## src/rtl/riscv_lsu.sv

```systemverilog
`default_nettype none
// +--------------------------------------------------------------------------+
// | riscv_lsu: stallable load/store unit with byte lanes, load extension and  |
// | misaligned trap/split handling.                        rev 1.0            |
// +--------------------------------------------------------------------------+
module riscv_lsu #(
  parameter int XLEN          = 32,
  parameter int ADDR_W        = 32,
  parameter int MISALIGN_TRAP = 1
) (
  input  logic                 clk,
  input  logic                 reset,
  input  logic                 req_valid,
  input  logic                 req_write,
  input  logic [2:0]           req_size,
  input  logic [ADDR_W-1:0]    req_addr,
  input  logic [XLEN-1:0]      req_wdata,
  output logic                 busy,
  output logic                 rsp_valid,
  output logic [XLEN-1:0]      rsp_rdata,
  output logic                 fault,
  output logic                 mem_req,
  output logic                 mem_we,
  output logic [ADDR_W-1:0]    mem_addr,
  output logic [XLEN/8-1:0]    mem_be,
  output logic [XLEN-1:0]      mem_wdata,
  input  logic                 mem_gnt,
  input  logic                 mem_rvalid,
  input  logic [XLEN-1:0]      mem_rdata
);

  localparam int BE_W  = XLEN / 8;
  localparam int OFF_W = $clog2(BE_W);

  typedef enum logic [2:0] {IDLE, REQ0, WAIT0, REQ1, WAIT1, DONE} state_t;

  state_t              state_q, state_d;
  logic                write_q, write_d;
  logic [2:0]          size_q, size_d;
  logic [OFF_W-1:0]    off_q, off_d;
  logic                split_q, split_d;
  logic [ADDR_W-1:0]   addr1_q, addr1_d;
  logic [BE_W-1:0]     be1_q, be1_d;
  logic [XLEN-1:0]     wdata1_q, wdata1_d;
  logic [XLEN-1:0]     rlo_q, rlo_d;
  logic                mem_req_q, mem_req_d;
  logic                mem_we_q, mem_we_d;
  logic [ADDR_W-1:0]   mem_addr_q, mem_addr_d;
  logic [BE_W-1:0]     mem_be_q, mem_be_d;
  logic [XLEN-1:0]     mem_wdata_q, mem_wdata_d;
  logic                rsp_valid_q, rsp_valid_d;
  logic [XLEN-1:0]     rsp_rdata_q, rsp_rdata_d;

  function automatic logic [BE_W-1:0] size_mask(input logic [1:0] sz);
    logic [BE_W-1:0] m;
    for (int i = 0; i < BE_W; i++) m[i] = (i < (1 << sz));
    return m;
  endfunction

  logic                misaligned, illegal, accept;
  logic [OFF_W-1:0]    off;
  logic [ADDR_W-1:0]   addr_al;
  logic [2*BE_W-1:0]   be_full;
  logic [2*XLEN-1:0]   wd_full;
  logic [2*XLEN-1:0]   rd_full;
  logic [XLEN-1:0]     ld_val, ld_bits, ld_result;
  logic [BE_W-1:0]     ld_mask;
  logic                ld_sign;

  always_comb begin
    unique case (req_size[1:0])
      2'd0:    misaligned = 1'b0;
      2'd1:    misaligned = req_addr[0];
      2'd2:    misaligned = |req_addr[1:0];
      default: misaligned = |req_addr[2:0];
    endcase
    illegal = (req_size == 3'b111) ||
              ((XLEN == 32) && (req_size == 3'b011 || req_size == 3'b110)) ||
              ((MISALIGN_TRAP != 0) && misaligned);
    accept  = (state_q == IDLE) && req_valid && !illegal;

    off     = req_addr[OFF_W-1:0];
    addr_al = {req_addr[ADDR_W-1:OFF_W], {OFF_W{1'b0}}};
    be_full = {{BE_W{1'b0}}, size_mask(req_size[1:0])} << off;
    wd_full = {{XLEN{1'b0}}, req_wdata} << {off, 3'b000};
  end

  // A split load merges the second (higher-address) word above the first.
  always_comb begin
    rd_full = (state_q == WAIT1) ? {mem_rdata, rlo_q} : {{XLEN{1'b0}}, mem_rdata};
    ld_val  = XLEN'(rd_full >> {off_q, 3'b000});
    ld_mask = size_mask(size_q[1:0]);
    for (int i = 0; i < BE_W; i++) ld_bits[8*i +: 8] = {8{ld_mask[i]}};
    unique case (size_q[1:0])
      2'd0:    ld_sign = ld_val[7];
      2'd1:    ld_sign = ld_val[15];
      2'd2:    ld_sign = ld_val[31];
      default: ld_sign = ld_val[XLEN-1];
    endcase
    ld_result = (ld_val & ld_bits) | ({XLEN{ld_sign & ~size_q[2]}} & ~ld_bits);
  end

  always_comb begin
    state_d     = state_q;
    write_d     = write_q;
    size_d      = size_q;
    off_d       = off_q;
    split_d     = split_q;
    addr1_d     = addr1_q;
    be1_d       = be1_q;
    wdata1_d    = wdata1_q;
    rlo_d       = rlo_q;
    mem_req_d   = mem_req_q;
    mem_we_d    = mem_we_q;
    mem_addr_d  = mem_addr_q;
    mem_be_d    = mem_be_q;
    mem_wdata_d = mem_wdata_q;
    rsp_valid_d = 1'b0;
    rsp_rdata_d = rsp_rdata_q;

    unique case (state_q)
      IDLE: begin
        if (accept) begin
          state_d     = REQ0;
          write_d     = req_write;
          size_d      = req_size;
          off_d       = off;
          split_d     = |be_full[2*BE_W-1:BE_W];
          addr1_d     = addr_al + ADDR_W'(BE_W);
          be1_d       = be_full[2*BE_W-1:BE_W];
          wdata1_d    = wd_full[2*XLEN-1:XLEN];
          mem_req_d   = 1'b1;
          mem_we_d    = req_write;
          mem_addr_d  = addr_al;
          mem_be_d    = be_full[BE_W-1:0];
          mem_wdata_d = wd_full[XLEN-1:0];
        end
      end
      REQ0, REQ1: begin
        if (mem_gnt) begin
          if (write_q && state_q == REQ0 && split_q) begin
            state_d     = REQ1;
            mem_addr_d  = addr1_q;
            mem_be_d    = be1_q;
            mem_wdata_d = wdata1_q;
          end else if (write_q) begin
            state_d     = DONE;
            mem_req_d   = 1'b0;
            mem_we_d    = 1'b0;
            rsp_valid_d = 1'b1;
          end else begin
            state_d   = (state_q == REQ0) ? WAIT0 : WAIT1;
            mem_req_d = 1'b0;
          end
        end
      end
      WAIT0, WAIT1: begin
        if (mem_rvalid) begin
          if (state_q == WAIT0 && split_q) begin
            state_d     = REQ1;
            rlo_d       = mem_rdata;
            mem_req_d   = 1'b1;
            mem_addr_d  = addr1_q;
            mem_be_d    = be1_q;
            mem_wdata_d = wdata1_q;
          end else begin
            state_d     = DONE;
            rsp_valid_d = 1'b1;
            rsp_rdata_d = ld_result;
          end
        end
      end
      default: state_d = IDLE;
    endcase
  end

  always_ff @(posedge clk or negedge reset) begin
    if (!reset) begin
      state_q     <= IDLE;
      write_q     <= 1'b0;
      size_q      <= 3'b000;
      off_q       <= '0;
      split_q     <= 1'b0;
      addr1_q     <= '0;
      be1_q       <= '0;
      wdata1_q    <= '0;
      rlo_q       <= '0;
      mem_req_q   <= 1'b0;
      mem_we_q    <= 1'b0;
      mem_addr_q  <= '0;
      mem_be_q    <= '0;
      mem_wdata_q <= '0;
      rsp_valid_q <= 1'b0;
      rsp_rdata_q <= '0;
    end else begin
      state_q     <= state_d;
      write_q     <= write_d;
      size_q      <= size_d;
      off_q       <= off_d;
      split_q     <= split_d;
      addr1_q     <= addr1_d;
      be1_q       <= be1_d;
      wdata1_q    <= wdata1_d;
      rlo_q       <= rlo_d;
      mem_req_q   <= mem_req_d;
      mem_we_q    <= mem_we_d;
      mem_addr_q  <= mem_addr_d;
      mem_be_q    <= mem_be_d;
      mem_wdata_q <= mem_wdata_d;
      rsp_valid_q <= rsp_valid_d;
      rsp_rdata_q <= rsp_rdata_d;
    end
  end

  // Stall/fault are qualified by reset so every output drops while it is held.
  assign busy      = reset && (accept || (state_q != IDLE && state_q != DONE));
  assign fault     = reset && (state_q == IDLE) && req_valid && illegal;
  assign rsp_valid = rsp_valid_q;
  assign rsp_rdata = rsp_rdata_q;
  assign mem_req   = mem_req_q;
  assign mem_we    = mem_we_q;
  assign mem_addr  = mem_addr_q;
  assign mem_be    = mem_be_q;
  assign mem_wdata = mem_wdata_q;

endmodule
`default_nettype wire

```

## config.mk

```make
export PLATFORM = sky130hd
export DESIGN_NAME = riscv_lsu
export DESIGN_NICKNAME = d
export VERILOG_FILES = /design/src/rtl/riscv_lsu.sv
export SDC_FILE = /design/constraint.sdc
export NUM_CORES = 1
export LEC_CHECK = 0
export CAP_MARGIN = 20
export CELL_PAD_IN_SITES_DETAIL_PLACEMENT = 0
export CELL_PAD_IN_SITES_GLOBAL_PLACEMENT = 1
export CORE_MARGIN = 2
export CORE_UTILIZATION = 43
export CTS_BUF_LIST = sky130_fd_sc_hd__clkbuf_16
export DETAILED_ROUTE_END_ITERATION = 10
export GPL_TIMING_DRIVEN = 0
export PLACE_DENSITY_LB_ADDON = 0.1
export SYNTH_ARGS = -nofsm -noshare
export SYNTH_HDL_FRONTEND = slang
export SYNTH_SLANG_ARGS = --single-unit
```

## constraint.sdc

```tcl
create_clock -name clk -period 4.54 [get_ports clk]
set_clock_uncertainty 0.05 [all_clocks]
set_input_delay 0.454 -clock clk [delete_from_list [all_inputs] [get_ports clk]]
set_output_delay 0.454 -clock clk [all_outputs]
set_load 0.005 [all_outputs]
```

Yosys cells after proc, flatten, opt, wreduce, memory -nomap -nowiden
Cells that the tools add are included.
{ "classes": {"add_sub_neg": 1, "n_lt_le_gt_ge": 8, "n_eq_ne": 18, "shifts": 5, "n_mux": 46, "n_bitwise": 7, "reduce_logical": 33} }
{ "op_table": {"columns": ["operator", "n"], "rows": [
  ["32-bit two-way mux", 10],
  ["32-bit one-hot mux with 3 select lines", 2],
  ["3-bit by 32-bit less-than comparator with 1-bit output, first input constant", 4],
  ["32-bit AND", 2],
  ["1-bit by 32-bit less-than comparator with 1-bit output, first input constant", 2],
  ["2-bit by 32-bit less-than comparator with 1-bit output, first input constant", 2],
  ["64-bit two-way mux", 1],
  ["1-bit by 2-bit left shift with 32-bit output, first input constant", 2],
  ["32-bit by 5-bit left shift with 64-bit output", 1],
  ["64-bit by 5-bit >> shifter with 32-bit output", 1],
  ["32-bit by 3-bit adder with 32-bit output, second input constant", 1],
  ["32-bit NOT", 1],
  ["32-bit bitwise OR", 1],
  ["3-bit two-way mux", 7],
  ["4-bit two-way mux", 5],
  ["1-bit two-way mux", 14],
  ["2-bit inequality test, second input constant", 7],
  ["4-bit one-hot mux with 3 select lines", 1],
  ["6-bit AND reduction", 2],
  ["1-bit logical AND", 10],
  ["3-bit by 2-bit equality test with 1-bit output, second input constant", 3],
  ["3-bit equality test, second input constant", 3],
  ["3-bit one-hot mux with 3 select lines", 1],
  ["3-bit AND reduction", 3],
  ["20 further kinds", 32]
]} }
{ "totals": {"regBits": 213, "out_inout_bits": 105, "wordCells": 134} }

Depth between registers and ports, before layout
Gate-level depths: netlist (run 1).
{ "depth": {"depth_word": 8, "ltp_mapped": 8, "ltp_nobuf": 6} }

Least setup slack after synthesis (run 1)
No wires, ideal clock.
{ "synth_path": {"kind": "input-to-reg", "start": "input port req_addr[0]", "end": "register mem_wdata_q[26] (netlist: mem_wdata[26])", "arrival_time_ns": 1.922, "required_time_ns": 4.387, "path_slack_ns": 2.464, "cell_stages": 7, "path_buffers": 3, "cell_sequence": "buf_6 > nor4_4 > o21ai_1 > a221o_1 > buf_6 > buf_6 > o41ai_2"} }
{ "synth_between": {"elab_chain_len": 7, "word_cells_on_any_way": 11, "cone_classes": "eq/ne (1); shift (1); mux (3); reduce/logical (6)"} }
{ "synth_lines": {"columns": ["element", "line", "source"], "rows": [
  ["from (decl)", "16", "input logic [ADDR_W-1:0] req_addr,"],
  ["3-bit OR reduction / 2-bit OR reduction (equally long branches)", "75, 74", null],
  ["1-bit one-hot mux with 3 select lines", "71", "unique case (req_size[1:0])"],
  ["1-bit logical OR", "78", "((XLEN == 32) && (req_size == 3'b011 || req_size == 3'b110)) ||"],
  ["1-bit logical NOT", "80", "accept = (state_q == IDLE) && req_valid && !illegal;"],
  ["1-bit logical AND", "80", null],
  ["2-bit inequality test (no line)", null, null],
  ["6-bit AND reduction (no line)", null, null],
  ["to (signal assigned)", "209", "mem_wdata_q <= mem_wdata_d;"],
  ["to (decl)", "50", "logic [XLEN-1:0] mem_wdata_q, mem_wdata_d;"]
]} }
Several ways; a longest one is shown, not always the timed one. The select of a mux whose other input is x is not followed.
A chain may end at the register's enable or synchronous reset.

Final worst setup path (run 1)
{ "layout_path": {"start": "input port reset", "end": "output port fault"} }
{ "layout_between": {"elab_chain_len": 3} }
{ "layout_lines": {"columns": ["element", "line", "source"], "rows": [
  ["from (decl)", "12", "input logic reset,"],
  ["1-bit logical AND (3 in a row)", "217", "assign fault = reset && (state_q == IDLE) && req_valid && illegal;"],
  ["to (decl)", "21", "output logic fault,"]
]} }
No other way between the ends.

==> metrics.yaml, run 1 <==
viasPerCell: 5.59
cts_inserted_buffers: 17
detailed_place_hpwl_microns: 23900
cp_num_buf_inv: 5
yosysWarnings: 0
timing.final.crit_share_pct: 78.9
antenna_found_initial: 1
grt_setup_unrepaired: "no"
final.setup.tns_ps: 0
endpoint_kind: "primary output"
p_leak_nw: 5.92
final_nets: 1406
postCtsSetupBuffers: 0
synth_cell_type_count: 56
crit_chain: "dlygate4sd3_1 -> buf_8 -> buf_16 -> buf_16 -> nand2_1 -> nor3_1 -> clkdlybuf4s50_1"
hold_viol_final: 0
ys_seq_area_share_pct: 47.2
ant_nets: 0
die_h_microns: 161
cts_root_buf: "clkbuf_16"
grt_max_degree: 106
ys_ff_latch: 200
cts-resized-gates: 0
cp-start-kind: "input pin"
grt_pass1_wl_microns: 51900
timing.rr.start: "split_q$_DFFE_PN0P_"
syn_inst: 1071
tritoncts: "built"
io_buffer_count: 206
min_path_type: "in -> async"
area_growth_pct: 29.5
crit_slowest_cell: "clkdlybuf4s50_1"
dieArea_sq_um: 26000
final_cell_mix: "205 x clkdlybuf4s50_1, 200 x dfrtp_1, 199 x nand2_1"
initial_utilization_pct: 43.8
grt_pass1_vias: 9091
place_area_sq_um: 13100
die_w_microns: 161
stdcell_count: 1637
fill_cells: 2199
route.detailed.drc: 0
synth_enable_flop_cells: 0
pin_count: 210
synth_area_per_cell_sq_um: 9.91
min_period_ps: 3580
grt.total_usage_pct: 26.0
cpMostUsedCell: "buf_16"
totalWireLength_microns: 33300
first_pass_iters: 5
diodes: 0
placementRows: 57
crit_required_ps: 4040
syn_area_sq_um: 10600
maxSlewViolCount: 0
ir_drop_uv: 323
cts_hold_buf: 1
final_common_cell: "clkdlybuf4s50_1"
wl_per_cell_microns: 20.3
insertion_delay_ps: 440
holdWs_ps: 349
clk_pin_slew_ps: 80
dp_cells: 1604
clk_path_buf_depth: 2
max_slew_margin_pct: 34.8
slowest_delay_ps: 580
layout-drive-gt1-share_pct: 11.8
cp.arrival_ps: 3080
core_sq_um: 24200
vias: 9155
regToRegSetupSlack_ps: 1690
cts_sinks: 200
synth_ff_type: "dfrtp_1"
r2r-end: "rsp_valid$_DFF_PN0_"
globalplace.congestion: 0.930
finalSetupViolCount: 0
gr-total-overflow: 0
synthArstFlopShare_pct: 100
powerDensity_nw_per_um2: 610
htree_levels: 4
worst-r2r-cell-count: 6
drv_cap: 0
worstMarginPinSlew_ps: 971
cp_max_fo: 105
drt_iter0_markers: 684
max_freq_mhz: 279
status: "complete, no violations"
critPathKind: "in -> out"
post-route-cell-area_sq_um: 13700
path_delay_family: "buffers and inverters"
==> synthesized netlist by cell type (all sizes together) (3+ instances only) <==
cell	n	share of area (%)
a21oi	29	1.4
nor3b	3	0.32
o21a	3	0.21
nand3	29	1.4
mux2	55	5.8
dfrtp	200	47
nor4	4	0.58
nand4	13	0.77
inv	8	0.28
a222oi	6	0.57
o41ai	7	0.93
nor2	44	1.6
xor2	20	1.7
and3	3	0.18
a22oi	23	1.6
and2	15	0.88
a31oi	5	0.29
o21ai	154	7.3
nor2b	10	0.59
mux4	20	4.2
xnor2	8	0.66
nand3b	7	0.50
nor3	6	0.33
mux2i	70	6.6
buf	38	2.0
nand2b	4	0.24
o211ai	12	0.85
clkbuf	47	1.7
a2bb2oi	7	0.58
nand2	199	7.0
==> state kept, by name, summed over array words and instances (netlist names) <==
signal and flops:
addr1_q 30, state_q 3, wdata1_q 24, mem_req 1, mem_be 4, off_q 2, size_q 3, split_q 1
write_q 1, mem_we 1, rsp_rdata 32, be1_q 3, mem_wdata 32, rlo_q 32, rsp_valid 1, mem_addr 30
==> per-stage QoR <==
| step | power, mW | worst slack [ps] | util (%) |
|---|---|---|---|
| 4_1_cts | 8.42 | 880 | 56.7 |
| 6_report | 8.38 | 958 | 56.7 |
| 3_3_place_gp | 6.81 | -5990 | 54.0 |
| 5_1_grt | 8.96 | 750 | 56.7 |
| 2_1_floorplan | 5.01 | 2460 | - |
| 3_5_place_dp | 6.86 | 1420 | 54.2 |
==> where the power goes <==
| group | internal, mW | switching [mW] |
|---|---|---|
| registers | 2.44 | 0.363 |
| clock network | 0.784 | 0.760 |
| logic | 1.85 | 2.18 |
| total | 5.08 | 3.31 |
==> area by class of cell <==
type,count,area (sq um),share of cell area (%)
Multi-Input combinational cell,779,5190,37.8
Clock buffer,17,425,3.10
Buffer,85,388,2.82
Tap cell,324,405,2.95
Sequential cell,200,5000,36.4
Inverter,8,30.0,0.219
Timing Repair Buffer,209,2130,15.5
Clock inverter,15,159,1.16
==> cells by family after synthesis <==
family | count (synthesis) | share of synthesized area, %
adders and majority gates | 1 | 0.118
xor gates and xnor gates | 28 | 2.31
and+or+nand+nor | 348 | 15.2
DFF | 200 | 47.2
buffers and inverters | 93 | 3.94
other | 1 | 0.0353
muxes | 145 | 16.7
AOI/OAI and AO/OA | 255 | 14.5
==> per-layer routing <==
layer	wire, microns	vias up	GRT usage (%)
met5	13	-	0
met4	633	2	8.08
met3	2550	49	6.88
met2	14800	341	39.5
met1	15300	4495	36.5
li1	-	4268	-
==> worst max-delay path by stage <==
stage	start	to	depth (start not counted)	slack [ps]
after detailed placement	req_size[0]	busy	8	1420
after global routing	reset	fault	7	750
after CTS	reset	fault	7	880
final	reset	fault	7	960
after floorplan	req_addr[0]	mem_wdata[26]$_DFFE_PN0P_	7	2460
after global placement	reset	mem_addr[21]$_DFFE_PN0P_	1	-5990
Power figures use the tool's default switching activity.
==> run 2: changes to the inputs <==
CORE_UTILIZATION = 40   (was 43)
clock period = 3.3 ns   (was 4.54 ns; I/O delays follow)
==> metrics.yaml, run 2 (synthesis gave the netlist of run 1 again) <==
status: "complete, no violations"
clk_pin_slew_ps: 80  # about the same
power_mw: 11.6  # +38%
finalSetupViolCount: 0  # unchanged
grt_pass1_vias: 9037  # -0.59%
comb_power_share_pct: 48.4  # +0.2 points
layout-drive-gt1-share_pct: 11.9  # +0.13 points
min_path_type: "in -> async"
clkPwrFrac_pct: 18.4  # about the same
cp_max_fo: 10  # -90%
cp_num_buf_inv: 3  # -2
p_switching_mw: 4.58  # +39%
dp_slack_ps: 220  # -1200 ps
wl_per_cell_microns: 20.6  # +1.6%
route.detailed.drc: 0  # unchanged
crit_slowest_cell: "clkdlybuf4s50_1"
drv_cap: 0  # unchanged
final_common_cell: "clkdlybuf4s50_1"
powerDensity_nw_per_um2: 838  # +37%
cts_inserted_buffers: 17  # unchanged
viasPerCell: 5.46  # -2.5%
max_freq_mhz: 330
swShare_pct: 39.6  # +0.15 points
final.setup.tns_ps: 0  # unchanged
critPathKind: "reg -> out"
pin_count: 210  # unchanged
antenna_found_initial: 3  # +2
cts_root_buf: "clkbuf_16"
slowest_delay_ps: 560  # -20 ps
htree_levels: 4  # unchanged
dieArea_sq_um: 27900  # +7.3%
globalplace.congestion: 0.884  # -4.9%
io_buffer_count: 206  # unchanged
initial_utilization_pct: 40.7  # -3.0 points
cp-start-kind: "register"
vias: 9007  # -1.6%
cp.arrival_ps: 2650  # -430 ps
min_period_ps: 3030
maxSlewViolCount: 0  # unchanged
timing.rr.start: "split_q$_DFFE_PN0P_"
grt_max_degree: 82  # -23%
place_area_sq_um: 13200  # +0.10%
placementRows: 59  # +3.5%
insertion_delay_ps: 440  # about the same
cpMostUsedCell: "buf_2"
final_nets: 1408  # +0.14%
pwr-share-seq_pct: 33.2  # -0.2 points
endpoint_kind: "primary output"
ir_drop_uv: 397  # +23%
final_util_pct: 53.0  # -3.6 points
holdWs_ps: 383  # +33.1 ps
p_leak_nw: 5.95  # +0.50%
max_slew_margin_pct: 30.9  # -3.9 points
cts_sinks: 200  # unchanged
grt_pass1_wl_microns: 53200  # +2.5%
die_h_microns: 167  # +3.6%
final_cell_mix: "205 x clkdlybuf4s50_1, 200 x dfrtp_1, 199 x nand2_1"
first_pass_iters: 8  # +3
area_growth_pct: 30.2
hold_viol_final: 0  # unchanged
clk_path_buf_depth: 2  # unchanged
regToRegSetupSlack_ps: 310  # -1380 ps
r2r-end: "rsp_valid$_DFF_PN0_"
ant_nets: 0  # unchanged
dp_cells: 1615  # +0.69%
stdcell_count: 1651  # +0.86%
core_sq_um: 26100  # +7.5%
drt_iter0_markers: 738  # +7.9%
gr-total-overflow: 0  # unchanged
tritoncts: "built"
die_w_microns: 167  # +3.6%
worstMarginPinSlew_ps: 1030  # +57.9 ps
intPower_mw: 6.99  # +38%
totalWireLength_microns: 34100  # +2.5%
path_delay_family: "buffers and inverters"
crit_chain: "buf_2 -> nor4b_2 -> o21ai_0 -> buf_2 -> nand2_1 -> a21oi_1 -> nor2b_1 -> clkdlybuf4s50_1"
post-route-cell-area_sq_um: 13800  # +0.57%
crit_required_ps: 2920  # -1120 ps
grt.total_usage_pct: 24.5  # -1.5 points
postCtsSetupBuffers: 0  # unchanged
worst-r2r-cell-count: 6  # unchanged
fill_cells: 2486  # +13%
post-route-worst-setup-slack_ps: 274  # -685 ps
detailed_place_hpwl_microns: 24500  # +2.3%
timing.final.crit_share_pct: 91.7
[run 2: final cells by class]
type | instances | area [sq um] | area share, %
well taps | 335 | 419 | 3.03
clock buffers | 17 | 425 | 3.08
multi-input cells | 779 | 5200 | 37.6
diodes | 1 | 2.50 | 0.0181
flip-flops and latches | 200 | 5000 | 36.2
inverters | 8 | 30.0 | 0.217
repair buffers | 211 | 2180 | 15.8
clock inverters | 15 | 163 | 1.18
plain buffers | 85 | 388 | 2.81
[run 2: worst max path at each step]
| stage | startpoint | to | depth (start not counted) |
|---|---|---|---|
| CTS | state_q[2]$_DFFE_PN0P_ | busy | 8 |
| global placement | reset | mem_addr[17]$_DFFE_PN0P_ | 1 |
| detailed placement | mem_rvalid | rsp_valid$_DFF_PN0_ | 6 |
| global route | state_q[2]$_DFFE_PN0P_ | busy | 8 |
| floorplan | state_q[0]$_DFFE_PN0P_ | rsp_rdata[30]$_DFFE_PN0N_ | 7 |
| finish | state_q[2]$_DFFE_PN0P_ | busy | 8 |
[run 2: power groups by stage]
stage,combinational (mW),sequential [mW],clock [mW]
global placement,5.53,3.88,0
global route,6.16,3.97,2.27
finish,5.60,3.85,2.13
CTS,5.61,3.86,2.18
floorplan,3.04,3.84,0
detailed placement,5.58,3.90,0
[run 2: tightest hold or removal path, stage by stage]
cell and delay, ps:
dlygate4sd3_1 560, buf_8 130, buf_16 220
[run 2: layer usage]
layer  routed length (microns)  track usage, %
met5                        13               0
met4                       637            7.20
met3                      2510            6.13
met2                     15200            36.6
met1                     15700            35.3
[run 2: repair_timing]
item	CTS	global route
gates resized for setup	0	1
endpoints found under the setup margin	0	2
hold endpoints to repair	46	0
hold buffers	2	0
==> run 3: changes to the inputs <==
CORE_ASPECT_RATIO = 0.75   (was unset)
==> metrics.yaml, run 3 (synthesis gave the netlist of run 1 again) <==
area_growth_pct: 29.3
grt_pass1_vias: 9142  # +1.2%
detailed_place_hpwl_microns: 25800  # +5.2%
cp_max_fo: 10  # unchanged
max_slew_margin_pct: 31.8  # +0.87 points
cp_num_buf_inv: 3  # unchanged
crit_required_ps: 2920  # about the same
maxSlewViolCount: 0  # unchanged
crit_slowest_cell: "clkdlybuf4s50_1"
intPower_mw: 6.90  # -1.3%
hold_viol_final: 0  # unchanged
timing.final.crit_share_pct: 91.9  # +0.22 points
crit_chain: "buf_2 -> nor4b_2 -> o21ai_0 -> buf_2 -> nand2_1 -> a21oi_1 -> nor2b_1 -> clkdlybuf4s50_1"
clk_path_buf_depth: 2  # unchanged
die_w_microns: 192  # +15%
route.detailed.drc: 0  # unchanged
grt_pass1_wl_microns: 54600  # +2.7%
final_cell_mix: "205 x clkdlybuf4s50_1, 200 x dfrtp_1, 199 x nand2_1"
worstMarginPinSlew_ps: 1020  # -12.9 ps
p_switching_mw: 4.69  # +2.3%
wl_per_cell_microns: 21.5  # +4.2%
powerDensity_nw_per_um2: 845  # +0.88%
io_buffer_count: 206  # unchanged
comb_power_share_pct: 48.6  # +0.2 points
status: "complete, no violations"
final_common_cell: "clkdlybuf4s50_1"
first_pass_iters: 6  # -2
endpoint_kind: "primary output"
cts_root_buf: "clkbuf_16"
final_util_pct: 52.7  # -0.33 points
pin_count: 210  # unchanged
dieArea_sq_um: 27900  # about the same
core_sq_um: 26000  # about the same
place_area_sq_um: 13100  # -0.12%
placementRows: 51  # -14%
p_leak_nw: 5.89  # -1.0%
cts_inserted_buffers: 17  # unchanged
min_path_type: "in -> reg"
die_h_microns: 145  # -13%
max_freq_mhz: 330  # -0.24%
vias: 9312  # +3.4%
postCtsSetupBuffers: 0  # unchanged
antenna_found_initial: 1  # -2
cp-start-kind: "register"
dp_slack_ps: 114  # -106 ps
clk_pin_slew_ps: 80  # about the same
ant_nets: 0  # unchanged
tritoncts: "built"
grt_max_degree: 117  # +43%
regToRegSetupSlack_ps: 420  # +110 ps
critPathKind: "reg -> out"
cpMostUsedCell: "buf_2"
globalplace.congestion: 0.911  # +3.0%
min_period_ps: 3030  # +7.31 ps
path_delay_family: "buffers and inverters"
post-route-cell-area_sq_um: 13700  # -0.71%
totalWireLength_microns: 35600  # +4.5%
pwr-share-seq_pct: 33.6  # +0.4 points
clkPwrFrac_pct: 17.7  # -0.7 points
insertion_delay_ps: 440  # about the same
drt_iter0_markers: 742  # +0.54%
diodes: 0  # -1
viasPerCell: 5.62  # +3.1%
layout-drive-gt1-share_pct: 11.8  # -0.13 points
cts_sinks: 200  # unchanged
drv_cap: 0  # unchanged
htree_levels: 4  # unchanged
dp_cells: 1623  # +0.50%
post-route-worst-setup-slack_ps: 266  # -7.31 ps
gr-total-overflow: 0  # unchanged
initial_utilization_pct: 40.8  # about the same
cp.arrival_ps: 2650  # about the same
stdcell_count: 1656  # +0.30%
finalSetupViolCount: 0  # unchanged
final_nets: 1405  # -0.21%
ir_drop_uv: 423  # +6.6%
grt_setup_unrepaired: "no"
slowest_delay_ps: 510  # -50 ps
grt.total_usage_pct: 25.8  # +1.3 points
swShare_pct: 40.5  # +0.86 points
final.setup.tns_ps: 0  # unchanged
-- run 3: path summary, 6_finish.rpt --
check | from | to | depth (start not counted)
worst min register to register | wdata1_q[21]$_DFFE_PN0P_ | wdata1_q[21]$_DFFE_PN0P_ | 2
worst max register to register | state_q[1]$_DFFE_PN0P_ | rsp_rdata[26]$_DFFE_PN0N_ | 7
max in group asynchronous | reset | mem_addr[16]$_DFFE_PN0P_ | 3
min in group asynchronous | reset | mem_wdata[14]$_DFFE_PN0P_ | 2
worst max-delay path | state_q[2]$_DFFE_PN0P_ | busy | 8
worst min-delay path | req_addr[0] | wdata1_q[7]$_DFFE_PN0P_ | 4
-- run 3: area by class of cell --
class	instances	area, sq um
buffer	85	388
clock buffer	17	425
clock inverter	15	136
fill	2446	12300
inverter	8	30.0
multi-input combinational	779	5200
sequential	200	5000
tap	344	430
timing repair buffer	208	2100
-- run 3: power groups by stage --
stage	Clock, mW	Sequential [mW]	Combinational (mW)
finish	2.06	3.90	5.64
global route	2.19	4.00	6.16
CTS	2.11	3.90	5.60
detailed placement	0	3.94	5.58
floorplan	0	3.84	3.04
global placement	0	3.93	5.53
-- run 3: tightest hold or removal path: cells and delay by family --
kind,cells,cell delay [ps]
muxes,1,170
buffers and inverters,1,110
AOI/OAI and AO/OA,2,220
-- run 3: what timing repair did --
| item | in CTS | in global routing |
|---|---|---|
| hold buffers | 1 | 0 |
| hold endpoints to repair | 84 | 0 |
| endpoints found under the setup margin | 0 | 1 |
| gates resized for setup | 0 | 1 |
-- run 3: metal layers --
metal / up-vias / global-route usage (%) / share of wire (%)
met4: 2 / 4.92 / 1.3
met2: 416 / 34.7 / 41
met3: 37 / 7.98 / 10
li1: 4273 / - / -
met1: 4584 / 40.4 / 48
met5: - / 0 / 0.037
-- run 3: metrics by stage --
step                      hold WS [ps]  power, mW
after CTS                          380       11.6
after global placement             395       9.47
final                              391       11.6
after floorplan                  -15.6       6.89
after detailed placement           343       9.52
after global routing               405       12.4
